### config.mk
export PLATFORM = sky130hd
export DESIGN_NAME = prio_rr_arbiter
export DESIGN_NICKNAME = d
export VERILOG_FILES = /design/src/rtl/prio_arb_pkg.sv /design/src/rtl/prio_rr_pick.sv /design/src/rtl/prio_rr_arbiter.sv
export SDC_FILE = /design/constraint.sdc
export NUM_CORES = 1
export LEC_CHECK = 0
export ABC_AREA = 1
export CAP_MARGIN = 20
export CORE_MARGIN = 2
export CORE_UTILIZATION = 50
export DETAILED_ROUTE_END_ITERATION = 8
export GPL_TIMING_DRIVEN = 0
export PLACE_DENSITY = 0.93
export SYNTH_ARGS = -nofsm -noshare
export SYNTH_HDL_FRONTEND = slang
export SYNTH_SLANG_ARGS = --single-unit
### constraint.sdc
create_clock -name clk -period 38.2 [get_ports clk]
set_input_delay 7.64 -clock clk [delete_from_list [all_inputs] [get_ports clk]]
set_output_delay 7.64 -clock clk [all_outputs]
set_load 0.03 [all_outputs]
### src/rtl/prio_arb_pkg.sv
// prio_arb_pkg: width helpers shared by the priority /
// round-robin arbiter and its winner-select logic.
package prio_arb_pkg;

   function automatic int clog2_min1(input int n);
      return (n <= 1) ? 1 : $clog2(n);
   endfunction

   function automatic int ch_width(input int n_ch);
      return clog2_min1(n_ch);
   endfunction

   // AGE_LIMIT = 0 disables ageing but still needs a legal 1-bit counter
   function automatic int age_width(input int age_limit);
      return clog2_min1(age_limit + 1);
   endfunction

endpackage

### src/rtl/prio_rr_pick.sv
// prio_rr_pick: combinational winner select. Promoted class first,
// then highest priority, then first channel at/after rr_ptr.
module prio_rr_pick
   import prio_arb_pkg::*;
#(
   parameter int N_CH    = 8,
   parameter int PRIO_W  = 3,
   parameter bit RR_ONLY = 1'b0,
   parameter int CH_W    = ch_width(N_CH)
) (
   input  logic [N_CH-1:0]        cand_i,
   input  logic [N_CH-1:0]        promo_i,
   input  logic [N_CH*PRIO_W-1:0] prio_i,
   input  logic [CH_W-1:0]        rr_ptr_i,
   output logic [N_CH-1:0]        gnt_o,
   output logic [CH_W-1:0]        idx_o,
   output logic                   any_o
);

   logic [N_CH-1:0]   promo_c;
   logic [N_CH-1:0]   cls_mask;
   logic [N_CH-1:0]   top_mask;
   logic [PRIO_W-1:0] max_prio;
   logic              found;
   int                j;

   always_comb begin
      promo_c  = cand_i & promo_i;
      cls_mask = (|promo_c) ? promo_c : cand_i;

      max_prio = '0;
      for (int i = 0; i < N_CH; i++) begin
         if (cls_mask[i] && (prio_i[i*PRIO_W +: PRIO_W] > max_prio))
            max_prio = prio_i[i*PRIO_W +: PRIO_W];
      end

      top_mask = cls_mask;
      if (!RR_ONLY) begin
         for (int i = 0; i < N_CH; i++) begin
            if (prio_i[i*PRIO_W +: PRIO_W] != max_prio)
               top_mask[i] = 1'b0;
         end
      end

      // rotate the scan so rr_ptr is examined first
      gnt_o = '0;
      idx_o = '0;
      found = 1'b0;
      j     = 0;
      for (int k = 0; k < N_CH; k++) begin
         j = int'(rr_ptr_i) + k;
         if (j >= N_CH)
            j = j - N_CH;
         if (!found && top_mask[j]) begin
            found    = 1'b1;
            gnt_o[j] = 1'b1;
            idx_o    = CH_W'(j);
         end
      end

      any_o = |cand_i;
   end

endmodule

### src/rtl/prio_rr_arbiter.sv
// prio_rr_arbiter: N-channel valid/ready merge with priority, round-robin
// tie-break, age promotion and a registered output stage.
module prio_rr_arbiter
   import prio_arb_pkg::*;
#(
   parameter int N_CH      = 8,
   parameter int DATA_W    = 32,
   parameter int PRIO_W    = 3,
   parameter int AGE_LIMIT = 16,
   parameter bit RR_ONLY   = 1'b0,
   localparam int CH_W     = ch_width(N_CH),
   localparam int AGE_W    = age_width(AGE_LIMIT)
) (
   input  logic                   clk,
   input  logic                   reset,
   input  logic [N_CH-1:0]        valid_i,
   input  logic [N_CH*DATA_W-1:0] data_i,
   input  logic [N_CH*PRIO_W-1:0] prio_i,
   output logic [N_CH-1:0]        ready_i,
   output logic [DATA_W-1:0]      data_o,
   output logic                   valid_o,
   output logic [CH_W-1:0]        grant_o,
   input  logic                   ready_o
);

   localparam logic [AGE_W-1:0] AGE_MAX = AGE_W'(AGE_LIMIT);

   logic              load;
   logic              take;
   logic              any_req;
   logic [N_CH-1:0]   promo;
   logic [N_CH-1:0]   gnt;
   logic [CH_W-1:0]   win_idx;
   logic [DATA_W-1:0] win_data;

   logic              valid_q, valid_d;
   logic [DATA_W-1:0] data_q, data_d;
   logic [CH_W-1:0]   grant_q, grant_d;
   logic [CH_W-1:0]   rr_ptr_q, rr_ptr_d;
   logic [AGE_W-1:0]  age_q [N_CH];
   logic [AGE_W-1:0]  age_d [N_CH];

   assign load    = !valid_q || ready_o;
   assign take    = load && any_req && !reset;
   assign ready_i = take ? gnt : '0;

   always_comb begin
      promo = '0;
      for (int i = 0; i < N_CH; i++)
         promo[i] = (AGE_LIMIT != 0) && (age_q[i] == AGE_MAX);
   end

   prio_rr_pick #(
      .N_CH    (N_CH),
      .PRIO_W  (PRIO_W),
      .RR_ONLY (RR_ONLY),
      .CH_W    (CH_W)
   ) u_pick (
      .cand_i   (valid_i),
      .promo_i  (promo),
      .prio_i   (prio_i),
      .rr_ptr_i (rr_ptr_q),
      .gnt_o    (gnt),
      .idx_o    (win_idx),
      .any_o    (any_req)
   );

   always_comb begin
      win_data = '0;
      for (int i = 0; i < N_CH; i++)
         if (gnt[i])
            win_data = data_i[i*DATA_W +: DATA_W];
   end

   always_comb begin
      valid_d  = valid_q;
      data_d   = data_q;
      grant_d  = grant_q;
      rr_ptr_d = rr_ptr_q;
      if (load) begin
         valid_d = any_req;
         if (any_req) begin
            data_d   = win_data;
            grant_d  = win_idx;
            rr_ptr_d = (int'(win_idx) == N_CH - 1) ? '0 : win_idx + 1'b1;
         end
      end

      // stalled waiters keep ageing; dropping valid forgets the wait
      for (int i = 0; i < N_CH; i++) begin
         if (!valid_i[i])
            age_d[i] = '0;
         else if (take && gnt[i])
            age_d[i] = '0;
         else if (age_q[i] < AGE_MAX)
            age_d[i] = age_q[i] + 1'b1;
         else
            age_d[i] = age_q[i];
      end
   end

   always_ff @(posedge clk) begin
      if (reset) begin
         valid_q  <= 1'b0;
         data_q   <= '0;
         grant_q  <= '0;
         rr_ptr_q <= '0;
         for (int i = 0; i < N_CH; i++)
            age_q[i] <= '0;
      end else begin
         valid_q  <= valid_d;
         data_q   <= data_d;
         grant_q  <= grant_d;
         rr_ptr_q <= rr_ptr_d;
         age_q    <= age_d;
      end
   end

   assign valid_o = valid_q;
   assign data_o  = data_q;
   assign grant_o = grant_q;

endmodule

======== After elaboration in Yosys (flattened, before gate mapping) ========
Index checks and enable logic that the tools add are counted.
storage, ports and cells
  register bits ........................... 79
  output and inout bits ................... 44
  word-level logic and storage cells ...... 261
cells by class
  add/subtract/negate cells ............... 24
  $lt $le $gt $ge ......................... 40
  equal/unequal tests ..................... 17
  muxes and demuxes ....................... 98
  bitwise logic cells ..................... 16
  reduce and logical (&&, ||, !) cells .... 54
operator list
  operator                                                                              count
  32-bit two-way mux                                                                    16
  32-bit by 1-bit greater-or-equal comparator with 1-bit output, second input constant  8
  32-bit by 5-bit < comparator with 1-bit output, second input constant                 8
  32-bit by 5-bit greater-or-equal comparator with 1-bit output, second input constant  7
  32-bit by 5-bit subtractor with 32-bit output, second input constant                  7
  8-bit two-way mux                                                                     10
  8-bit OR                                                                              7
  3-bit two-way mux                                                                     17
  5-bit by 1-bit adder with 5-bit output, second input constant                         8
  5-bit == test, second input constant                                                  8
  5-bit < comparator, second input constant                                             8
  1-bit two-way mux                                                                     39
  1-bit logical AND                                                                     33
  1-bit binary-select mux with 3-bit select                                             8
  1-bit demux with 3-bit select                                                         8
  3-bit inequality test                                                                 8
  3-bit OR reduction                                                                    8
  3-bit greater-than comparator                                                         7
  3-bit by 3-bit adder with 4-bit output, second input constant                         4
  8-bit OR reduction                                                                    2
  1-bit logical NOT                                                                     9
  3-bit by 2-bit adder with 4-bit output, second input constant                         2
  8-bit bitwise AND                                                                     1
  1-bit inverter                                                                        8
  8 further kinds                                                                       8

======== Longest topological paths before layout ========
Gate-level depths: netlist of the first run.
  depth after elaboration ................. 62
  depth in mapped cells ................... 97
  mapped depth without buffers ............ 94

======== Hierarchy ========
From an unflattened synthesis of the first run, not the netlist that was laid out.
unflattened totals
  cell total of the unflattened synthesis .. 1,688
  area, all modules ....................... 9,411.5 sq um
by module, submodules not included
  module           instances  cells each  area each (sq um)
  prio_rr_arbiter  1          1,070       6,192.2
  prio_rr_pick     1          618         3,219.3

======== Worst setup path before layout of the first run ========
No wires, ideal clock.
  kind .................................... in2out
  from .................................... input valid_i[7]
  to ...................................... output ready_i[2]
  arrival time ............................ 17.138 ns
  data required time ...................... 30.560 ns
  slack ................................... 13.422 ns
  cell stages on the path ................. 77
  buffers on the path ..................... 5
  path through ............................ nand3_1 -> nand2_1 -> nor2_4 -> nand2_4 -> nand2_2 -> nand3_2 -> ha_1 -> nand2_1 -> nor2_1 -> a211oi_1 -> a21oi_1 -> nand2_2 -> o21ai_0 -> ha_1 -> o21ai_0 -> nand2_1 -> nand3_2 -> nand2_2 -> (+41 left out) -> nand2_1 -> nor2_1 -> nand3_1 -> nand3_1 -> nand2_2 -> nand2_2 -> nand2_4 -> nand3_4 -> nor2_8 -> nand2_4 -> nor2_4 -> buf_6 -> nand3_1 -> nand2_1 -> nor2_2 -> buf_6 -> buf_6 -> nor2_1
on the way
  word-level cells in the longest chain between the ends .. 54
  elaborated cells on any way between the ends .. 106
  classes of those cells .................. order compare (7); eq/ne (8); mux (57); bitwise (8); reduce/logical (26)
RTL lines
  item                           line                   RTL
  from (decl)                    prio_rr_arbiter.sv:16  input logic [N_CH-1:0] valid_i,
  8-bit bitwise AND              prio_rr_pick.sv:28     promo_c = cand_i & promo_i;
  8-bit OR reduction             prio_rr_pick.sv:29     cls_mask = (|promo_c) ? promo_c : cand_i;
  8-bit two-way mux              prio_rr_pick.sv:29
  1-bit logical AND              prio_rr_pick.sv:33     if (cls_mask[i] && (prio_i[i*PRIO_W +: PRIO_W] > max_prio))
  3-bit two-way mux              prio_rr_pick.sv:33
  3-bit greater-than comparator  prio_rr_pick.sv:33
  1-bit logical AND              prio_rr_pick.sv:33
  3-bit two-way mux              prio_rr_pick.sv:33
  (+38 left out)                 n/a
  1-bit two-way mux              prio_rr_pick.sv:54     if (!found && top_mask[j]) begin
  1-bit logical NOT              prio_rr_pick.sv:54
  1-bit logical AND              prio_rr_pick.sv:54
  1-bit two-way mux              prio_rr_pick.sv:54
  1-bit logical NOT              prio_rr_pick.sv:54
  1-bit logical AND              prio_rr_pick.sv:54
  8-bit two-way mux              prio_rr_pick.sv:54
  8-bit two-way mux *            prio_rr_arbiter.sv:45  assign ready_i = take ? gnt : '0;
  to (decl)                      prio_rr_arbiter.sv:19  output logic [N_CH-1:0] ready_i,
Every way passes the cells marked *; elsewhere a longest branch is shown, timed or not. The select of a mux whose other input is x is not followed.

======== Worst setup path in the final report of the first run ========
  from .................................... input valid_i[1]
  to ...................................... output ready_i[4]
The elaborated chain is that of the path after synthesis.

==> summary.txt, run 1 <==
Final cycle utilization of the critical path -> 0.728
Clock share of power -> 0.073
Setup crit start kind -> input port
Starting Density -> 0.509
Switching portion of total power -> 0.598
Total of max-cap violations -> 0
H-tree depth -> 3
Comb power frac -> 0.834
Core area -> 17900 sq um
Initial antenna violation count -> 0
Top Family by Delay on Critical Path -> simple AND/OR/NAND/NOR gates
I/O Buffers -> 334
Die span in x -> 139 um
Worst Hold Depth -> 2
CP peak stage delay -> 0.69 ns
DR vias -> 12200
TritonCTS clock tree -> built
Syn Nets -> 1958
Minimum clock period -> 27.79 ns
Sequential fraction of the synthesis area -> 0.173
Ys flop type -> dfxtp_1
First-pass GRT wire length -> 58800 um
P&R area growth vs syn -> 43.1%
Hold Path Class -> reg2reg
Psw -> 0.734 mW
Max Fclk -> 36.0 MHz
Io pins -> 335
Crit path capture type -> output port
Number of synthesized flops with an enable pin -> 0
Largest net degree at the start of global routing -> 16
Average wire per standard cell -> 17.3 um
Slew @ Worst Pin -> 0.741 ns
Total Power -> 1.23 mW
Num CTS Buffers -> 9
Outcome -> complete, no violations
Yosys warnings -> 0
DRC violations left -> 0
Clock insertion delay at the later pin of the skew report -> 0.35 ns
Postcts setup bufs -> 0
GRT Util Overall -> 0.379
Slowest CP cell -> clkdlybuf4s50_1
Reg2reg path depth -> 81
Sequential group share of total power -> 0.093
Via/cell ratio -> 5.53
RSZ-0062 raised after global routing -> false
Yosys reg bits -> 79
Met3 Use GR -> 0.0825
Fin. Hold Viols -> 0
Die height -> 139 um
Syn_area_per_cell -> 5.60 sq um
Initial DRC count -> 1021
Layout cell share with drive strength beyond 1 -> 0.0875
Total wire length -> 38100 um
# nets final -> 2303
Global routing's busiest layer -> met2
Clk buf depth -> 2
Mapped Cells -> 1628
Async set or reset register ratio after synthesis -> 0
R2r startpoint -> age_q[5]$_SDFFE_PP0N_
Clk_skew -> 0.0101 ns
Power per cell area -> 94.1 nW/um^2
GRT met2 Usage -> 0.649
Final TNS setup -> 0 ns
Gr ovfl total -> 0
FF-to-FF setup slack -> 25.70 ns
CTS root buffer -> clkbuf_16
Yosys cell types -> 44
GPL Wtd Cong -> 1.07
Req. time, crit path -> 30.56 ns
Die area -> 19300 sq um
Worst Hold End -> age_q[4]$_SDFFE_PP0N_
Routed Antenna Nets -> 0
Hold_buf cts -> 0
CP bufs+invs -> 10
Arrival @ worst endpoint -> 20.15 ns
Post-Syn Area -> 9120 sq um
Final Max Tran Viols -> 0
CP most frequent cell -> nand2_1
Number of inserted diodes -> 0
Leakage -> 6.49 nW
RR Endpoint -> data_o[16]$_SDFFE_PP0P_
Setup violators final -> 0
Num Clock Sinks -> 79
Type of the worst setup path -> in2out
Resized cells post-CTS -> 0
Worst-path clk slew -> 0.06 ns
Post-DP HPWL -> 32000 um
FP Rows -> 49
Vias in the first global route -> 11600
M1 GR Usage -> 0.455
Worst VDD drop -> 0.0000664 V
CP max FO -> 10
Min Hold Slack -> 0.504 ns
Relative slew slack -> 0.503
Pre-antenna DRT Iters -> 6
HP Start -> age_q[3]$_SDFFE_PP0N_
Internal power -> 0.494 mW
[kinds of logic (layout without fill, tap and decap cells)]
family / after synthesis / after routing / synth area share
xor+xnor: 10 / 10 / 0.00960
buf+inv: 297 / 647 / 0.140
fa+ha+maj: 39 / 39 / 0.0535
flops: 79 / 79 / 0.173
compound gates: 286 / 286 / 0.175
simple gates: 917 / 917 / 0.449
[state kept, by name, summed over array words and instances, names as in the netlist, named ones only]
name,flops
valid_o,1
data_o,32
grant_o,3
age_q,40
rr_ptr_q,2
[how the worst max path moves through the flow]
stage / from / depth (start not counted) / end / slack, ns
floorplan: valid_i[7] / 77 / ready_i[2] / 13.42
detailed placement: valid_i[1] / 75 / ready_i[4] / 10.61
global route: valid_i[1] / 75 / ready_i[5] / 9.23
global placement: valid_i[1] / 75 / ready_i[4] / 10.99
CTS: valid_i[1] / 75 / ready_i[4] / 10.61
finish: valid_i[1] / 75 / ready_i[4] / 10.41
[power by group through the flow]
stage | Clock, mW | Combinational [mW] | Sequential, mW
after global routing | 0.0929 | 1.11 | 0.116
final | 0.0892 | 1.02 | 0.114
after global placement | 0 | 0.987 | 0.115
after detailed placement | 0 | 1.00 | 0.115
after floorplan | 0 | 0.657 | 0.137
after CTS | 0.0891 | 1.01 | 0.114
[through the flow]
stage                     setup WS [ns]  area (sq um)  std cells  utilization
final                             10.41         13100       2207        0.729
after global routing               9.23         13100       2207        0.729
after CTS                         10.61         13100       2207        0.729
after detailed placement          10.61         12700       2191        0.712
after global placement            10.99         12700       2191        0.712
after floorplan                   13.42          9120       1628            -
[placed cells by master (no fill, tap or decap), drive strengths merged, types with 9 or more instances in the layout]
master	n
a211oi	12
a21oi	196
buf	53
clkbuf	29
clkdlybuf4s50	334
dfxtp	79
ha	39
inv	226
nand2	443
nand3	193
nand4	9
nor2	236
nor3	20
o21ai	64
xor2	10
[worst reg2reg max path: cells and delay by family (launching register included)]
kind | cells | cell delay, ns
flops | 1 | 0.38
simple gates | 45 | 4.80
fa+ha+maj | 8 | 2.26
compound gates | 18 | 3.76
buf+inv | 10 | 1.27
[layout make-up]
cell class / count / area [sq um]
well taps: 229 / 287
flip-flops and latches: 79 / 1580
inverters: 224 / 841
fillers: 1473 / 4850
multi-input cells: 1252 / 6260
clock buffers: 9 / 225
clock inverters: 7 / 76.3
repair buffers: 334 / 3340
plain buffers: 73 / 433
[synthesized netlist by cell type (2+ instances only)]
master    instances  share of area
o21ai_1           8         0.0044
nand3_2          20          0.022
nand3_4           3         0.0058
nor2_4            4         0.0049
ha_1             39          0.054
xor2_1           10         0.0096
buf_4             3         0.0025
inv_2            12         0.0049
inv_1           211          0.087
or2_2             5         0.0034
buf_2            34          0.019
nor3_1           20          0.011
nand4_1           8         0.0055
a21oi_2          20          0.019
nor2_1          226          0.093
buf_6            14          0.017
a211oi_1         11         0.0091
dfxtp_1          79           0.17
a21oi_1         175          0.096
nor2_2            5         0.0034
nand3_1         170          0.093
nand3b_1          4         0.0033
clkbuf_1         20         0.0082
nand2_1         413           0.17
buf_1             2        0.00082
o21ai_0          54          0.030
a31oi_1           2         0.0014
and3_1            6         0.0041
nand2_4           8         0.0099
o21ai_2           2         0.0019
o22ai_1           6         0.0041
nand2_2          22          0.015
[metal layers]
metal / vias to the layer above / share of wire
met4: 0 / 0.048
li1: 5900 / -
met2: 626 / 0.48
met3: 125 / 0.092
met5: - / 0
met1: 5544 / 0.38
(Power assumes the default switching activity.)
==> run 2: changes to the inputs <==
--- a/config.mk
+++ b/config.mk
@@ -8,10 +8,10 @@
 export ABC_AREA = 1
 export CAP_MARGIN = 20
 export CORE_MARGIN = 2
-export CORE_UTILIZATION = 50
+export CORE_UTILIZATION = 46
 export DETAILED_ROUTE_END_ITERATION = 8
 export GPL_TIMING_DRIVEN = 0
-export PLACE_DENSITY = 0.93
+export PLACE_DENSITY = 0.86
 export SYNTH_ARGS = -nofsm -noshare
 export SYNTH_HDL_FRONTEND = slang
 export SYNTH_SLANG_ARGS = --single-unit
==> constraint.sdc (replaced) <==
create_clock -name clk -period 27.7 [get_ports clk]
set_input_delay 5.54 -clock clk [delete_from_list [all_inputs] [get_ports clk]]
set_output_delay 5.54 -clock clk [all_outputs]
set_load 0.03 [all_outputs]
==> run 2 against run 1 <==
  * Register-to-register slack worse by 10 ns
  * Sequential share of layout area is 0.072 points lower
  * Critical endpoint unchanged
  * Largest power group unchanged
  * Critical path depth is 1 higher
  * Via count is 1.8% lower
  * Sequential cell count stayed put
  * Final area is 0.59% higher
  * Power is 38% higher
  * Sequential power is 37% higher
  * Die area is 8.4% higher
==> summary.txt, run 2 (synthesis results as in run 1) <==
Die span in x -> 145 um (was 139 um)
Worst Setup SP -> valid_i[1] (unchanged)
CP peak stage delay -> 0.67 ns (was 0.69 ns)
RSZ-0062 raised after global routing -> false (unchanged)
Worst VDD drop -> 0.0000831 V (was 0.0000664 V)
Final cycle utilization of the critical path -> 0.852
Total of max-cap violations -> 0 (unchanged)
Number of inserted diodes -> 0 (unchanged)
I/O Buffers -> 334 (unchanged)
Crit path capture type -> output port (unchanged)
CP max FO -> 10 (unchanged)
Gr ovfl total -> 0 (unchanged)
GRT Util Overall -> 0.356 (was 0.379)
CP bufs+invs -> 10 (unchanged)
Hold_buf cts -> 0 (unchanged)
Fin. Hold Viols -> 0 (unchanged)
Routed Antenna Nets -> 0 (unchanged)
Final TNS setup -> 0 ns (unchanged)
Max reg flops -> 40 (unchanged)
Average wire per standard cell -> 17.4 um (was 17.3 um)
Worst slack, placed -> 4.37 ns (was 10.61 ns)
Total Power -> 1.69 mW (was 1.23 mW)
Slew @ Worst Pin -> 0.805 ns (was 0.741 ns)
Top Family by Delay on Critical Path -> simple AND/OR/NAND/NOR gates (unchanged)
# nets final -> 2303 (unchanged)
Outcome -> complete, no violations (unchanged)
Die area -> 21000 sq um (was 19300 sq um)
Num CTS Buffers -> 9 (unchanged)
Minimum clock period -> 23.61 ns
Req. time, crit path -> 22.16 ns (was 30.56 ns)
First-pass GRT wire length -> 57400 um (was 58800 um)
CP most frequent cell -> nand2_1 (unchanged)
Postcts setup bufs -> 0 (unchanged)
Initial antenna violation count -> 0 (unchanged)
Total wire length -> 39000 um (was 38100 um)
HP Start -> age_q[8]$_SDFFE_PP0N_ (was age_q[3]$_SDFFE_PP0N_)
DRC violations left -> 0 (unchanged)
Slowest CP cell -> clkdlybuf4s50_1 (unchanged)
Starting Density -> 0.469 (was 0.509)
TritonCTS clock tree -> built (unchanged)
Relative slew slack -> 0.460 (was 0.503)
Commonest non-fill, non-tap cell in the layout -> nand2_1 (unchanged)
P&R area growth vs syn -> 44.0% (was 43.1%)
H-tree depth -> 3 (unchanged)
Clk_skew -> 0.0144 ns (was 0.0101 ns)
CTS root buffer -> clkbuf_16 (unchanged)
Final Max Tran Viols -> 0 (unchanged)
Setup crit start kind -> input port (unchanged)
FILL cells -> 1822 (was 1473)
Pre-antenna DRT Iters -> 6 (unchanged)
Die height -> 145 um (was 139 um)
Worst-path clk slew -> 0.08 ns (was 0.06 ns)
Io pins -> 335 (unchanged)
Layout cell share with drive strength beyond 1 -> 0.0875 (unchanged)
Initial DRC count -> 1012 (was 1021)
Core area -> 19500 sq um (was 17900 sq um)
R2r startpoint -> age_q[5]$_SDFFE_PP0N_ (unchanged)
Setup violators final -> 0 (unchanged)
Via/cell ratio -> 5.34 (was 5.53)
Clock insertion delay at the later pin of the skew report -> 0.36 ns (was 0.35 ns)
Top reg by flops -> age_q (unchanged)
Commonest non-fill, non-tap cells in the layout -> nand2_1 (413), clkdlybuf4s50_1 (334), nor2_1 (226) (unchanged)
Leakage -> 6.51 nW (was 6.49 nW)
Resized cells post-CTS -> 0 (unchanged)
Arrival @ worst endpoint -> 18.07 ns (was 20.15 ns)
Power per cell area -> 129 nW/um^2 (was 94.1 nW/um^2)
Hold Path Class -> reg2reg (unchanged)
FP Rows -> 51 (was 49)
Final setup margin -> 4.09 ns (was 10.41 ns)
DR vias -> 12000 (was 12200)
Max Fclk -> 42.4 MHz
Vias in the first global route -> 11000 (was 11600)
Clk buf depth -> 2 (unchanged)
GPL Wtd Cong -> 0.999 (was 1.07)
Type of the worst setup path -> in2out (unchanged)
Num Clock Sinks -> 79 (unchanged)
Largest net degree at the start of global routing -> 17 (was 16)
Post-DP HPWL -> 32500 um (was 32000 um)
[run 2: worst paths after layout]
path,to,slack [ns],cells past startpoint
max,ready_i[4],4.09,76
min,age_q[9]$_SDFFE_PP0N_,0.50,2
max reg2reg,data_o[6]$_SDFFE_PP0P_,15.24,81
min reg2reg,age_q[9]$_SDFFE_PP0N_,0.50,2
[run 2: tightest hold or removal path, stage by stage (launching register included)]
cell and delay [ns]:
dfxtp_1 0.33, nand2_1 0.07, a21oi_1 0.06
[run 2: where the power goes]
| part | switching, mW | internal, mW | leakage [nW] |
|---|---|---|---|
| logic | 0.931 | 0.469 | 5.69 |
| clock network | 0.0562 | 0.0811 | 0.164 |
| registers | 0.0153 | 0.141 | 0.648 |
[run 2: final cells by class]
class / count / area [sq um] / share of cell area
multi-input combinational: 1252 / 6260 / 0.477
buffer: 73 / 433 / 0.0330
sequential: 79 / 1580 / 0.120
tap: 265 / 332 / 0.0253
timing repair buffer: 334 / 3340 / 0.255
inverter: 224 / 841 / 0.0640
clock inverter: 7 / 109 / 0.00829
clock buffer: 9 / 225 / 0.0172
[run 2: metal layers]
layer,part of all wire,wire length [um],track usage
met5,0,0,0
met4,0.039,1520,0.136
met3,0.10,3950,0.0948
met2,0.47,18500,0.604
met1,0.38,15000,0.431
[run 2: metrics by stage]
stage               utilization  cells  area [sq um]  hold slack, ns
CTS                       0.675   2243         13100           0.501
floorplan                     -   1628          9120           0.468
global placement          0.657   2227         12800           0.480
global route              0.675   2243         13100           0.536
finish                    0.675   2243         13100           0.502
detailed placement        0.657   2227         12800           0.499
==> run 3: changes to the inputs <==
--- a/config.mk
+++ b/config.mk
@@ -11,7 +11,7 @@
 export CORE_UTILIZATION = 46
 export DETAILED_ROUTE_END_ITERATION = 8
 export GPL_TIMING_DRIVEN = 0
-export PLACE_DENSITY = 0.86
+export PLACE_DENSITY = 0.79
 export SYNTH_ARGS = -nofsm -noshare
 export SYNTH_HDL_FRONTEND = slang
 export SYNTH_SLANG_ARGS = --single-unit
==> run 3 against run 2 <==
  * Clock skew decreased by 0.0035 ns
  * Clock power hardly changed
  * Final area is essentially flat
  * Global-route usage shrank 0.12 points
  * First-iteration DRC count grew 16%
  * Power fell by 0.90%
  * Combinational power barely moved
  * Highest routed layer unchanged
  * Critical path type unchanged
  * Die area stayed put
  * Critical path depth did not move
==> summary.txt, run 3 (synthesis results as in run 1) <==
Layout cell share with drive strength beyond 1 -> 0.0875 (unchanged)
# nets final -> 2303 (unchanged)
Initial antenna violation count -> 0 (unchanged)
Max Fclk -> 42.2 MHz (was 42.4 MHz)
Vias in the first global route -> 10900 (was 11000)
Worst Hold Depth -> 2 (unchanged)
FF-to-FF setup slack -> 15.12 ns (was 15.24 ns)
Power per cell area -> 128 nW/um^2 (was 129 nW/um^2)
Number of inserted diodes -> 0 (unchanged)
Core area -> 19500 sq um (unchanged)
RSZ-0062 raised after global routing -> false (unchanged)
GRT Util Overall -> 0.355 (was 0.356)
I/O Buffers -> 334 (unchanged)
DR vias -> 12000 (about the same)
Reg2reg path depth -> 82 (was 81)
CP bufs+invs -> 10 (unchanged)
Slew @ Worst Pin -> 0.791 ns (was 0.805 ns)
CP peak stage delay -> 0.67 ns (about the same)
CTS root buffer -> clkbuf_16 (unchanged)
Final cycle utilization of the critical path -> 0.855 (was 0.852)
Postcts setup bufs -> 0 (unchanged)
Total Power -> 1.68 mW (was 1.69 mW)
Routed Antenna Nets -> 0 (unchanged)
Outcome -> complete, no violations (unchanged)
Setup violators final -> 0 (unchanged)
Leakage -> 6.51 nW (about the same)
Io pins -> 335 (unchanged)
Final core utilization -> 0.675 (about the same)
H-tree depth -> 3 (unchanged)
GPL Wtd Cong -> 0.994 (was 0.999)
Placed instance area -> 12800 sq um (unchanged)
R2r startpoint -> age_q[35]$_SDFFE_PP0N_ (was age_q[5]$_SDFFE_PP0N_)
Req. time, crit path -> 22.16 ns (about the same)
Arrival @ worst endpoint -> 18.14 ns (was 18.07 ns)
CP max FO -> 10 (unchanged)
Setup crit start kind -> input port (unchanged)
RR Endpoint -> data_o[16]$_SDFFE_PP0P_ (was data_o[6]$_SDFFE_PP0P_)
FP Rows -> 51 (unchanged)
Worst-path clk slew -> 0.06 ns (was 0.08 ns)
Final TNS setup -> 0 ns (unchanged)
P&R area growth vs syn -> 44.0% (about the same)
DRC violations left -> 0 (unchanged)
Crit path capture type -> output port (unchanged)
HP Start -> age_q[3]$_SDFFE_PP0N_ (was age_q[8]$_SDFFE_PP0N_)
Final Max Tran Viols -> 0 (unchanged)
TritonCTS clock tree -> built (unchanged)
Die area -> 21000 sq um (unchanged)
Num Clock Sinks -> 79 (unchanged)
FILL cells -> 1808 (was 1822)
Worst Hold End -> age_q[4]$_SDFFE_PP0N_ (was age_q[9]$_SDFFE_PP0N_)
Resized cells post-CTS -> 0 (unchanged)
Num CTS Buffers -> 9 (unchanged)
Clock insertion delay at the later pin of the skew report -> 0.36 ns (about the same)
Top reg by flops -> age_q (unchanged)
Final setup margin -> 4.02 ns (was 4.09 ns)
Type of the worst setup path -> in2out (unchanged)
Hold Path Class -> reg2reg (unchanged)
CP most frequent cell -> nand2_1 (unchanged)
Fin. Hold Viols -> 0 (unchanged)
Initial DRC count -> 1178 (was 1012)
Worst slack, placed -> 4.27 ns (was 4.37 ns)
Starting Density -> 0.469 (unchanged)
Worst VDD drop -> 0.0000782 V (was 0.0000831 V)
Largest net degree at the start of global routing -> 16 (was 17)
Die height -> 145 um (unchanged)
Via/cell ratio -> 5.37 (was 5.34)
Design area -> 13100 sq um (about the same)
Minimum clock period -> 23.68 ns (was 23.61 ns)
Gr ovfl total -> 0 (unchanged)
Pre-antenna DRT Iters -> 5 (was 6)
First-pass GRT wire length -> 56700 um (was 57400 um)
Commonest non-fill, non-tap cells in the layout -> nand2_1 (413), clkdlybuf4s50_1 (334), nor2_1 (226) (unchanged)
Average wire per standard cell -> 17.5 um (was 17.4 um)
Total of max-cap violations -> 0 (unchanged)
Slowest CP cell -> clkdlybuf4s50_1 (unchanged)
Commonest non-fill, non-tap cell in the layout -> nand2_1 (unchanged)
Post-DP HPWL -> 32600 um (was 32500 um)
Top Family by Delay on Critical Path -> simple AND/OR/NAND/NOR gates (unchanged)
Clk buf depth -> 2 (unchanged)
Clk_skew -> 0.0109 ns (was 0.0144 ns)
Relative slew slack -> 0.469 (was 0.460)
Die span in x -> 145 um (unchanged)
Max reg flops -> 40 (unchanged)
Total wire length -> 39200 um (was 39000 um)
Hold_buf cts -> 0 (unchanged)
## run 3: cell count changes in the layout (fill, tap and decap cells not counted), sizes merged
cell    before  now
clkbuf      29   30
inv        227  226
## run 3: metrics by stage
stage | std cells | hold slack [ns]
floorplan | 1628 | 0.468
global placement | 2227 | 0.483
detailed placement | 2227 | 0.483
CTS | 2243 | 0.503
global route | 2243 | 0.521
finish | 2243 | 0.500
## run 3: worst reg2reg max path, delay by kind of cell (launching register included)
kind / cells / cell delay (ns)
buf+inv: 8 / 1.16
simple gates: 48 / 5.14
compound gates: 18 / 3.59
flops: 1 / 0.37
fa+ha+maj: 8 / 2.24
## run 3: how the worst max path moves through the flow
| stage | startpoint | end | slack [ns] | cells past startpoint |
|---|---|---|---|---|
| global route | valid_i[1] | ready_i[4] | 2.80 | 76 |
| finish | valid_i[1] | ready_i[4] | 4.02 | 76 |
| floorplan | valid_i[7] | ready_i[2] | 7.12 | 77 |
| CTS | valid_i[1] | ready_i[4] | 4.28 | 76 |
| detailed placement | valid_i[6] | ready_i[4] | 4.27 | 76 |
| global placement | valid_i[6] | ready_i[4] | 4.55 | 76 |
## run 3: report_power, final
part           switching [mW]  total (mW)  internal [mW]
sequential             0.0167       0.157          0.141
clock                  0.0539       0.137         0.0829
combinational           0.917        1.38          0.467
total                   0.987        1.68          0.691
## run 3: area by class of cell
class / count / area (sq um) / share of cell area
Multi-Input combinational cell: 1252 / 6260 / 0.477
Clock buffer: 10 / 239 / 0.0182
Buffer: 73 / 433 / 0.0330
Inverter: 224 / 841 / 0.0640
Sequential cell: 79 / 1580 / 0.120
Tap cell: 265 / 332 / 0.0253
Clock inverter: 6 / 97.6 / 0.00743
Timing Repair Buffer: 334 / 3340 / 0.255
## run 3: metal layers
layer	vias to the layer above	GRT usage	part of all wire	wire, um
li1	5905	-	-	-
met1	5531	0.440	0.40	15700
met2	537	0.602	0.48	18700
met3	72	0.0800	0.083	3260
met4	0	0.133	0.038	1470
met5	-	0	0	0
